`src/rtl/matrix_keypad_scanner.sv`:
```
// Key-matrix scanner: one-hot column strobe, per-column frame capture, whole-frame debounce
// and single-key reporting. Define KEYPAD_REPEAT_EN to enable auto-repeat of a held key.

module keypad_col_slot #(
  parameter int N_ROWS = 4
) (
  input  logic              clock,
  input  logic              reset,
  input  logic              capture,
  input  logic              commit,
  input  logic [N_ROWS-1:0] row_sense,
  output logic [N_ROWS-1:0] new_rows,
  output logic              same
);
  logic [N_ROWS-1:0] slot_q;
  logic [N_ROWS-1:0] prev_q;

  // The last column's sample is folded in combinationally so the frame compares on its completing edge.
  assign new_rows = capture ? row_sense : slot_q;
  assign same     = (new_rows == prev_q);

  always_ff @(posedge clock) begin
    if (reset) begin
      slot_q <= '0;
      prev_q <= '0;
    end else begin
      if (capture) slot_q <= row_sense;
      if (commit)  prev_q <= new_rows;
    end
  end
endmodule

module matrix_keypad_scanner #(
  parameter int N_COLS         = 4,
  parameter int N_ROWS         = 4,
  parameter int SCAN_DIV       = 1000,
  parameter int DEBOUNCE_SCANS = 4,
  parameter int REPEAT_FRAMES  = 50
) (
  input  logic                              clock,
  input  logic                              reset,
  input  logic [N_ROWS-1:0]                 row_sense,
  output logic [N_COLS-1:0]                 column_drive,
  output logic [$clog2(N_COLS*N_ROWS)-1:0]  key_code,
  output logic                              key_valid,
  output logic                              key_held,
  output logic                              key_multi
);
  localparam int CW = $clog2(N_COLS*N_ROWS);
  localparam int DW = $clog2(SCAN_DIV);
  localparam int SW = $clog2(DEBOUNCE_SCANS+1);
  localparam logic [DW-1:0] DWELL_LAST = DW'(SCAN_DIV-1);
  localparam logic [SW-1:0] DEB_MAX    = SW'(DEBOUNCE_SCANS);
  localparam logic [SW-1:0] DEB_LAST   = SW'(DEBOUNCE_SCANS-1);

  generate
    if (N_COLS < 2 || N_ROWS < 1 || SCAN_DIV < 2 || DEBOUNCE_SCANS < 1 || REPEAT_FRAMES < 1)
    begin : g_bad_param
      $error("matrix_keypad_scanner: parameter out of range");
    end
  endgenerate

  logic [DW-1:0] dwell;
  logic          sample;
  logic          frame_done;

  assign sample     = (dwell == DWELL_LAST);
  assign frame_done = sample & column_drive[N_COLS-1];

  always_ff @(posedge clock) begin
    if (reset) begin
      dwell        <= '0;
      column_drive <= N_COLS'(1);
    end else if (sample) begin
      dwell        <= '0;
      column_drive <= {column_drive[N_COLS-2:0], column_drive[N_COLS-1]};
    end else begin
      dwell <= dwell + DW'(1);
    end
  end

  logic [N_COLS-1:0][N_ROWS-1:0] new_frame;
  logic [N_COLS-1:0]             lane_same;

  generate
    for (genvar c = 0; c < N_COLS; c++) begin : g_col
      keypad_col_slot #(.N_ROWS(N_ROWS)) u_slot (
        .clock     (clock),
        .reset     (reset),
        .capture   (sample & column_drive[c]),
        .commit    (frame_done),
        .row_sense (row_sense),
        .new_rows  (new_frame[c]),
        .same      (lane_same[c])
      );
    end
  endgenerate

  // Saturating key count (0, 1, 2+) and code of the last key seen.
  logic [1:0]    hit_cnt;
  logic [CW-1:0] hit_code;

  always_comb begin
    hit_cnt  = 2'd0;
    hit_code = '0;
    for (int c = 0; c < N_COLS; c++) begin
      for (int r = 0; r < N_ROWS; r++) begin
        if (new_frame[c][r]) begin
          if (hit_cnt != 2'd2) hit_cnt = hit_cnt + 2'd1;
          hit_code = CW'(c*N_ROWS + r);
        end
      end
    end
  end

  logic [SW-1:0] stable_cnt;
`ifdef KEYPAD_REPEAT_EN
  localparam int RW = $clog2(REPEAT_FRAMES+1);
  localparam logic [RW-1:0] RP_LAST = RW'(REPEAT_FRAMES-1);
  logic [RW-1:0] rep_cnt;
`endif

  always_ff @(posedge clock) begin
    if (reset) begin
      stable_cnt <= '0;
      key_code   <= '0;
      key_valid  <= 1'b0;
      key_held   <= 1'b0;
      key_multi  <= 1'b0;
`ifdef KEYPAD_REPEAT_EN
      rep_cnt    <= '0;
`endif
    end else begin
      key_valid <= 1'b0;
      if (frame_done) begin
        if (&lane_same) begin
          if (stable_cnt != DEB_MAX) begin
            stable_cnt <= stable_cnt + SW'(1);
            // Report only on the transition into the debounced state.
            if (stable_cnt == DEB_LAST) begin
              case (hit_cnt)
                2'd1: begin
                  key_code  <= hit_code;
                  key_valid <= 1'b1;
                  key_held  <= 1'b1;
                  key_multi <= 1'b0;
                end
                2'd2: begin
                  key_held  <= 1'b0;
                  key_multi <= 1'b1;
                end
                default: begin
                  key_held  <= 1'b0;
                  key_multi <= 1'b0;
                end
              endcase
`ifdef KEYPAD_REPEAT_EN
              rep_cnt <= '0;
`endif
            end
          end
`ifdef KEYPAD_REPEAT_EN
          else if (key_held) begin
            if (rep_cnt == RP_LAST) begin
              rep_cnt   <= '0;
              key_valid <= 1'b1;
            end else begin
              rep_cnt <= rep_cnt + RW'(1);
            end
          end
`endif
        end else begin
          stable_cnt <= '0;
          key_held   <= 1'b0;
          key_multi  <= 1'b0;
`ifdef KEYPAD_REPEAT_EN
          rep_cnt    <= '0;
`endif
        end
      end
    end
  end
endmodule

```
`config.mk`:
```
export PLATFORM = sky130hd
export DESIGN_NAME = matrix_keypad_scanner
export DESIGN_NICKNAME = d
export VERILOG_FILES = /design/src/rtl/matrix_keypad_scanner.sv
export SDC_FILE = /design/constraint.sdc
export NUM_CORES = 1
export LEC_CHECK = 0
export BUFFER_PORTS_ARGS = -buffer_cell sky130_fd_sc_hd__buf_2
export CORE_MARGIN = 5
export CORE_UTILIZATION = 35
export CTS_CLUSTER_SIZE = 40
export DETAILED_ROUTE_END_ITERATION = 7
export SYNTH_ARGS = -nofsm -noshare
export SYNTH_HDL_FRONTEND = slang
export SYNTH_SLANG_ARGS = --single-unit
```
`constraint.sdc`:
```
create_clock -name clock -period 12.7 [get_ports clock]
set_clock_uncertainty 0.1 [all_clocks]
set_input_delay 3.81 -clock clock [delete_from_list [all_inputs] [get_ports clock]]
set_output_delay 3.81 -clock clock [all_outputs]
set_load 0.005 [all_outputs]
```
Word level (Yosys, flattened, before mapping)
Index checks and enable logic that the tools add are counted.
{ "op_classes": {"n_addsub": 17, "eq_ne": 26, "muxes": 60, "bitwise_logic": 8, "n_reduce_logical": 6} }
{ "op_table": {"columns": ["operator", "n"], "rows": [
  ["4-bit two-way mux", 18],
  ["2-bit two-way mux", 30],
  ["2-bit by 1-bit adder with 2-bit output, second input constant", 15],
  ["2-bit inequality test, second input constant", 15],
  ["4-bit == test", 4],
  ["10-bit by 1-bit adder with 10-bit output, second input constant", 1],
  ["10-bit == test, second input constant", 1],
  ["1-bit two-way mux", 10],
  ["8-bit AND reduction", 1],
  ["3-bit two-way mux", 2],
  ["5-bit OR reduction", 1],
  ["1-bit AND", 4],
  ["2-bit by 1-bit inequality test with 1-bit output, second input constant", 2],
  ["1-bit NOT", 4],
  ["4-bit AND reduction", 1],
  ["3-bit by 1-bit adder with 3-bit output, second input constant", 1],
  ["3-bit by 2-bit == test with 1-bit output, second input constant", 1],
  ["3-bit inequality test, second input constant", 1],
  ["3-bit AND reduction", 1],
  ["2-bit by 1-bit == test with 1-bit output, second input constant", 1],
  ["2-bit == test, second input constant", 1],
  ["2-bit AND reduction", 1],
  ["2-bit OR reduction", 1]
]} }
{ "totals": {"regBits": 56, "in_bits": 6, "output_inout_bits": 11, "wordCells": 132} }

Depth between registers and ports, before layout
{ "logic_depth": {"ltp_word": 54, "mapped_depth": 33} }

Cells and area by module
A second synthesis with hierarchy kept.
{ "hier_totals": {"hier_cells": 539, "hier_area_um2": 4548.1} }
{ "by_module_without_submodules": {"columns": ["module", "instances", "cells_per_inst", "area_per_inst_um2", "seq_area_each_um2"], "rows": [
  ["matrix_keypad_scanner", 1, 395, 3041.7, 480.5],
  ["keypad_col_slot", 4, 36, 376.6, 160.2]
]} }

Worst setup path after synthesis
OpenSTA, ideal clock, no wires.
{ "synth_timing": {"kind": "input -> register", "start": "in row_sense[1]", "end": "reg key_multi", "setup_ns": 0.071, "arrival_ns": 10.468, "setup_slack_ns": 2.062, "path_stages": 27, "path_cell_list": "mux2i_1 inv_1 ha_1 clkbuf_1 or3b_2 a21oi_1 mux2i_1 o31a_1 buf_2 mux2_4 a22oi_2 o22ai_2 xor2_2 a31oi_1 o32ai_1 a21oi_1 o41a_1 o221a_1 or2_1 o2111a_1 or2_1 a2111oi_2 o21ai_1 ha_1 mux2i_1 or4b_1 a21oi_1"} }
{ "synth_between": {"elab_chain_len": 49, "elab_cells_between_ends": 74, "classes_between": "14 x add/sub; 21 x eq/ne; 37 x mux; 2 x reduce/logical"} }
{ "synth_rtl": {"columns": ["element", "line", "source"], "rows": [
  ["from (decl)", "42", "input logic [N_ROWS-1:0] row_sense,"],
  ["4-bit two-way mux (*)", null, null],
  ["net g_col[0].u_slot.new_rows[1]", "12", "output logic [N_ROWS-1:0] new_rows,"],
  ["2-bit two-way mux", "108", "if (new_frame[c][r]) begin"],
  ["2-bit by 1-bit adder with 2-bit output / 2-bit inequality test (equally long branches)", "109", "if (hit_cnt != 2'd2) hit_cnt = hit_cnt + 2'd1;"],
  ["2-bit two-way mux", "109", null],
  ["2-bit two-way mux", "108", null],
  ["2-bit by 1-bit adder with 2-bit output / 2-bit inequality test (equally long branches)", "109", null],
  ["2-bit two-way mux", "109", null],
  ["(+34 left out)", null, null],
  ["2-bit by 1-bit adder with 2-bit output / 2-bit inequality test (equally long branches)", "109", null],
  ["2-bit two-way mux", "109", null],
  ["2-bit two-way mux", "108", null],
  ["2-bit == test", "141", "case (hit_cnt)"],
  ["1-bit two-way mux", "141", null],
  ["1-bit two-way mux", "140", "if (stable_cnt == DEB_LAST) begin"],
  ["1-bit two-way mux", "137", "if (stable_cnt != DEB_MAX) begin"],
  ["1-bit two-way mux", "136", "if (&lane_same) begin"],
  ["to (signal assigned)", "146", "key_multi <= 1'b0;"],
  ["to (signal assigned)", "150", "key_multi <= 1'b1;"],
  ["to (signal assigned)", "154", "key_multi <= 1'b0;"],
  ["to (decl)", "47", "output logic key_multi"]
]} }
The timed path passes the listed nets; every way through them passes the cells marked *. The select of a mux whose other input is x is not followed.
A chain may end at the register's enable or synchronous reset.

Worst setup path in the final report
{ "layout_timing": {"start": "in row_sense[1]", "end": "reg key_code[1]"} }
{ "layout_between": {"elab_chain_len": 46, "elab_cells_between_ends": 78, "classes_between": "14 x add/sub; 19 x eq/ne; 44 x mux; 1 x reduce/logical"} }
{ "layout_rtl": {"columns": ["element", "line", "source"], "rows": [
  ["4-bit two-way mux (*)", null, null],
  ["net g_col[0].u_slot.new_rows[1]", "12", null],
  ["2-bit two-way mux", "108", null],
  ["2-bit by 1-bit adder with 2-bit output / 2-bit inequality test (equally long branches)", "109", null],
  ["2-bit two-way mux", "109", null],
  ["2-bit two-way mux", "108", null],
  ["2-bit by 1-bit adder with 2-bit output / 2-bit inequality test (equally long branches)", "109", null],
  ["2-bit two-way mux", "109", null],
  ["(+31 left out)", null, null],
  ["2-bit by 1-bit adder with 2-bit output / 2-bit inequality test (equally long branches)", "109", null],
  ["2-bit two-way mux", "109", null],
  ["2-bit two-way mux", "108", null],
  ["2-bit by 1-bit adder with 2-bit output / 2-bit inequality test (equally long branches)", "109", null],
  ["2-bit two-way mux", "109", null],
  ["2-bit two-way mux", "108", null],
  ["2-bit by 1-bit == test with 1-bit output", "141", null],
  ["8-bit AND reduction (no source line) (*)", null, null],
  ["to (signal assigned)", "143", "key_code <= hit_code;"],
  ["to (decl)", "44", "output logic [$clog2(N_COLS*N_ROWS)-1:0] key_code,"]
]} }
The timed path passes the listed nets; every way through them passes the cells marked *.

==> summary.txt <==
Floorplan
  – Placeable Area: 0.0122 mm²
  – Die height: 122 µm
  – Row count: 40
  – Die Wd: 122 µm
  – Initial Util: 0.360
  – Die area: 0.0149 mm²
  – Ports: 17

Placed design
  – Routability Congestion: 0.899
  – Post-DP HPWL: 8.51 mm
  – Port Buf Inserts: 16
  – Placed Cells: 710

Synth
  – Mapped Cells: 553
  – Top FF cell, synth: dfxtp_1
  – Synth cell types: 79
  – Seq cells post-synth: 56
  – EDFF count, synth: 0
  – Synth area leader: dfxtp_1
  – Number of synthesis warnings: 0
  – Top cell type's share of synthesized area: 0.256
  – Syn nets: 568
  – Post-synth ARST share: 0
  – Synth Cell Area: 0.00438 mm²
  – Top post-synthesis cells by area: dfxtp_1 (26%), xnor2_1 (5.6%), nor2_1 (5.4%)
  – Mean Syn Cell Area: 7.92 µm²
  – Sequential element share of the synthesized area: 0.256

Global route
  – Vias in the first global route: 3,929
  – Gr ovfl total: 0
  – Largest net degree at the start of global routing: 50
  – First-pass GRT wire length: 19.3 mm
  – GRT Total Usage: 0.156
  – Initial antenna violation count: 0

Final layout
  – Layout cells sized above 1: 0.111
  – Area growth from synthesis to layout: 7.68%
  – Non-filler cells, final: 718
  – Diode count: 0
  – Fill cells: 1,239
  – Layout Nets: 564

Detailed routing
  – DR WL/cell: 15.9 µm
  – 1st-pass router iterations: 5
  – ANT nets after route: 0
  – Final wirelength: 11.4 mm
  – Total number of vias: 4,139
  – Initial drt markers: 256
  – Residual DRC: 0
  – Vias/cell: 5.76

Critical path
  – Critical Path RT: 12.72 ns
  – Worst path most repeated cell: nor4_1
  – Worst R2R Start: dwell[0]
  – Critical path launch point type: input port
  – Reg-to-reg endpoint: key_code[1]
  – Setup crit start: row_sense[1]
  – CP max FO: 14
  – Critical Path End Type: flip-flop
  – Worst path slowest cell: o21ai_1
  – Max incr delay on CP: 0.73 ns
  – Setup CP Type: in -> reg
  – Data arrival, critical path: 11.36 ns
  – Worst R2R Path Depth: 28
  – Reg2Reg Setup Slack: 3.51 ns

CTS
  – Clk root buf: clkbuf_16
  – Num CTS Buffers: 5
  – Post-CTS Resized: 0
  – CTS tree: built
  – Setup repair bufs after CTS: 0
  – Clock buffer depth: 2
  – CTS clk-pin slew, worst paths: 0.07 ns
  – Post-CTS Hold Fix Bufs: 0
  – Clk_lat worst skew: 0.29 ns
  – CTS Sinks: 56
  – H-tree lvl count: 2

Timing
  – Final-report hold violation count: 0
  – Final Cycle Share: 0.893
  – Slew margin rel.: 0.249
  – Setup_tns: 0 ns
  – Setup-failing EPs final: 0
  – Worst Tran Pin Value: 1.10 ns
  – Final min period: 11.34 ns
  – RSZ-0062 raised after global routing: no
  – FMAX: 88.2 MHz
  – Max-slew violations: 0

Pwr
  – Leak Pwr: 1.71 nW
  – PD cells: 67.8 mW/mm²
  – Peak VDD IR: 0.0603 mV

Worst hold path
  – Hold depth: 1
  – HP Class: reg -> reg
  – Hold_sp: dwell[0]
  – Endpoint, Worst Hold: dwell[0]

Outcome
  – Outcome: completed

Run
  – Number of max-cap violations: 0
==> synthesized netlist by cell type (5+ instances only) <==
| library cell | number |
|---|---|
| a211oi_1 | 20 |
| a21oi_1 | 31 |
| a221oi_1 | 6 |
| a31oi_1 | 8 |
| and2_1 | 11 |
| and3_1 | 7 |
| buf_2 | 7 |
| clkbuf_1 | 22 |
| dfxtp_1 | 56 |
| ha_1 | 9 |
| inv_1 | 13 |
| mux2_2 | 12 |
| mux2i_1 | 16 |
| nand2_1 | 54 |
| nand3_1 | 17 |
| nand4_1 | 12 |
| nor2_1 | 63 |
| nor3_1 | 16 |
| nor4_1 | 13 |
| o211ai_1 | 7 |
| o21a_1 | 5 |
| o21ai_0 | 15 |
| o21ai_1 | 5 |
| o31ai_1 | 9 |
| xnor2_1 | 28 |
==> stage by stage <==
step / utilization / instance area, µm² / hold WS (ns) / setup WS, ns / total power, mW
4_1_cts: 0.388 / 4720 / 0.365 / 1.43 / 0.323
6_report: 0.388 / 4720 / 0.363 / 1.36 / 0.320
5_1_grt: 0.388 / 4720 / 0.389 / 0.665 / 0.333
3_3_place_gp: 0.376 / 4580 / 0.332 / 1.45 / 0.189
3_5_place_dp: 0.376 / 4580 / 0.356 / 1.13 / 0.189
2_1_floorplan: - / 4380 / 0.318 / 2.06 / 0.186
==> cell families (layout without fill, tap and decap cells) <==
kind of cell,after synthesis,in the layout,synth area share
xor+xnor,35,35,0.0820
buf+inv,45,42,0.0414
mux,29,29,0.0708
compound gates,157,157,0.268
simple gates,222,222,0.256
fa+ha+maj,9,9,0.0257
flops,56,56,0.256
==> cells in the final DEF (no fill, tap or decap), types with 3 or more instances in the layout <==
cell / instances
a211oi_1: 20
nand4_1: 12
a21o_1: 3
o311ai_0: 3
buf_4: 5
xnor2_1: 28
nand2_1: 54
nor2b_1: 4
o21a_1: 5
xor2_1: 3
dfxtp_1: 56
clkbuf_16: 5
a211o_1: 3
ha_1: 9
nor2_1: 63
o21ai_1: 5
o211ai_1: 7
o2111ai_1: 3
a32oi_1: 4
and3_1: 7
a31oi_1: 8
a221oi_1: 6
nand2b_1: 4
o31ai_1: 9
nor3_1: 16
nor4_1: 13
nand3_1: 17
buf_2: 16
and2_1: 11
nand4b_1: 3
mux2_2: 12
or2_1: 3
inv_1: 13
o21ai_0: 15
mux2i_1: 16
a21oi_1: 31
==> power by group <==
group | total [mW] | internal [mW] | switching (mW) | leakage [nW]
clock network | 0.135 | 0.0738 | 0.0612 | 0.0681
logic | 0.00806 | 0.00221 | 0.00586 | 1.19
registers | 0.177 | 0.176 | 0.000620 | 0.451
==> registers in the layout, indices dropped and copies added (netlist names) <==
name	flops
g_col.u_slot.prev_q	16
key_held	1
g_col.u_slot.slot_q	16
column_drive	4
key_code	4
key_valid	1
key_multi	1
stable_cnt	3
dwell	10
==> worst max-delay path: cells and delay by family <==
kind | cells | cell delay [ns]
AOI/OAI and AO/OA | 10 | 3.36
xor gates and xnor gates | 1 | 0.14
adders and majority gates | 2 | 0.71
buffers and inverters | 3 | 0.37
muxes | 4 | 1.11
and+or+nand+nor | 6 | 1.84
==> worst max path at each step <==
stage | end | slack [ns] | depth (start not counted)
detailed placement | key_code[0] | 1.13 | 26
global route | key_code[0] | 0.67 | 26
finish | key_code[1] | 1.36 | 26
CTS | key_code[1] | 1.43 | 26
global placement | key_code[0] | 1.45 | 26
floorplan | key_multi | 2.06 | 27
==> layout make-up <==
cell class	count	area, µm²	share of cell area
clock buffer	7	133	0.0281
clock inverter	1	8.76	0.00186
inverter	13	48.8	0.0103
multi-input combinational	452	3080	0.653
sequential	56	1120	0.238
tap	168	210	0.0446
timing repair buffer	21	118	0.0249
==> routing by layer <==
layer  vias to the layer above  share of wire  GRT usage
met2                       105           0.46      0.254
li1                       2071              -          -
met5                         -              0          0
met1                      1947           0.48      0.216
met3                        16          0.036     0.0144
met4                         0          0.020     0.0532
Power figures use the tool's default switching activity.
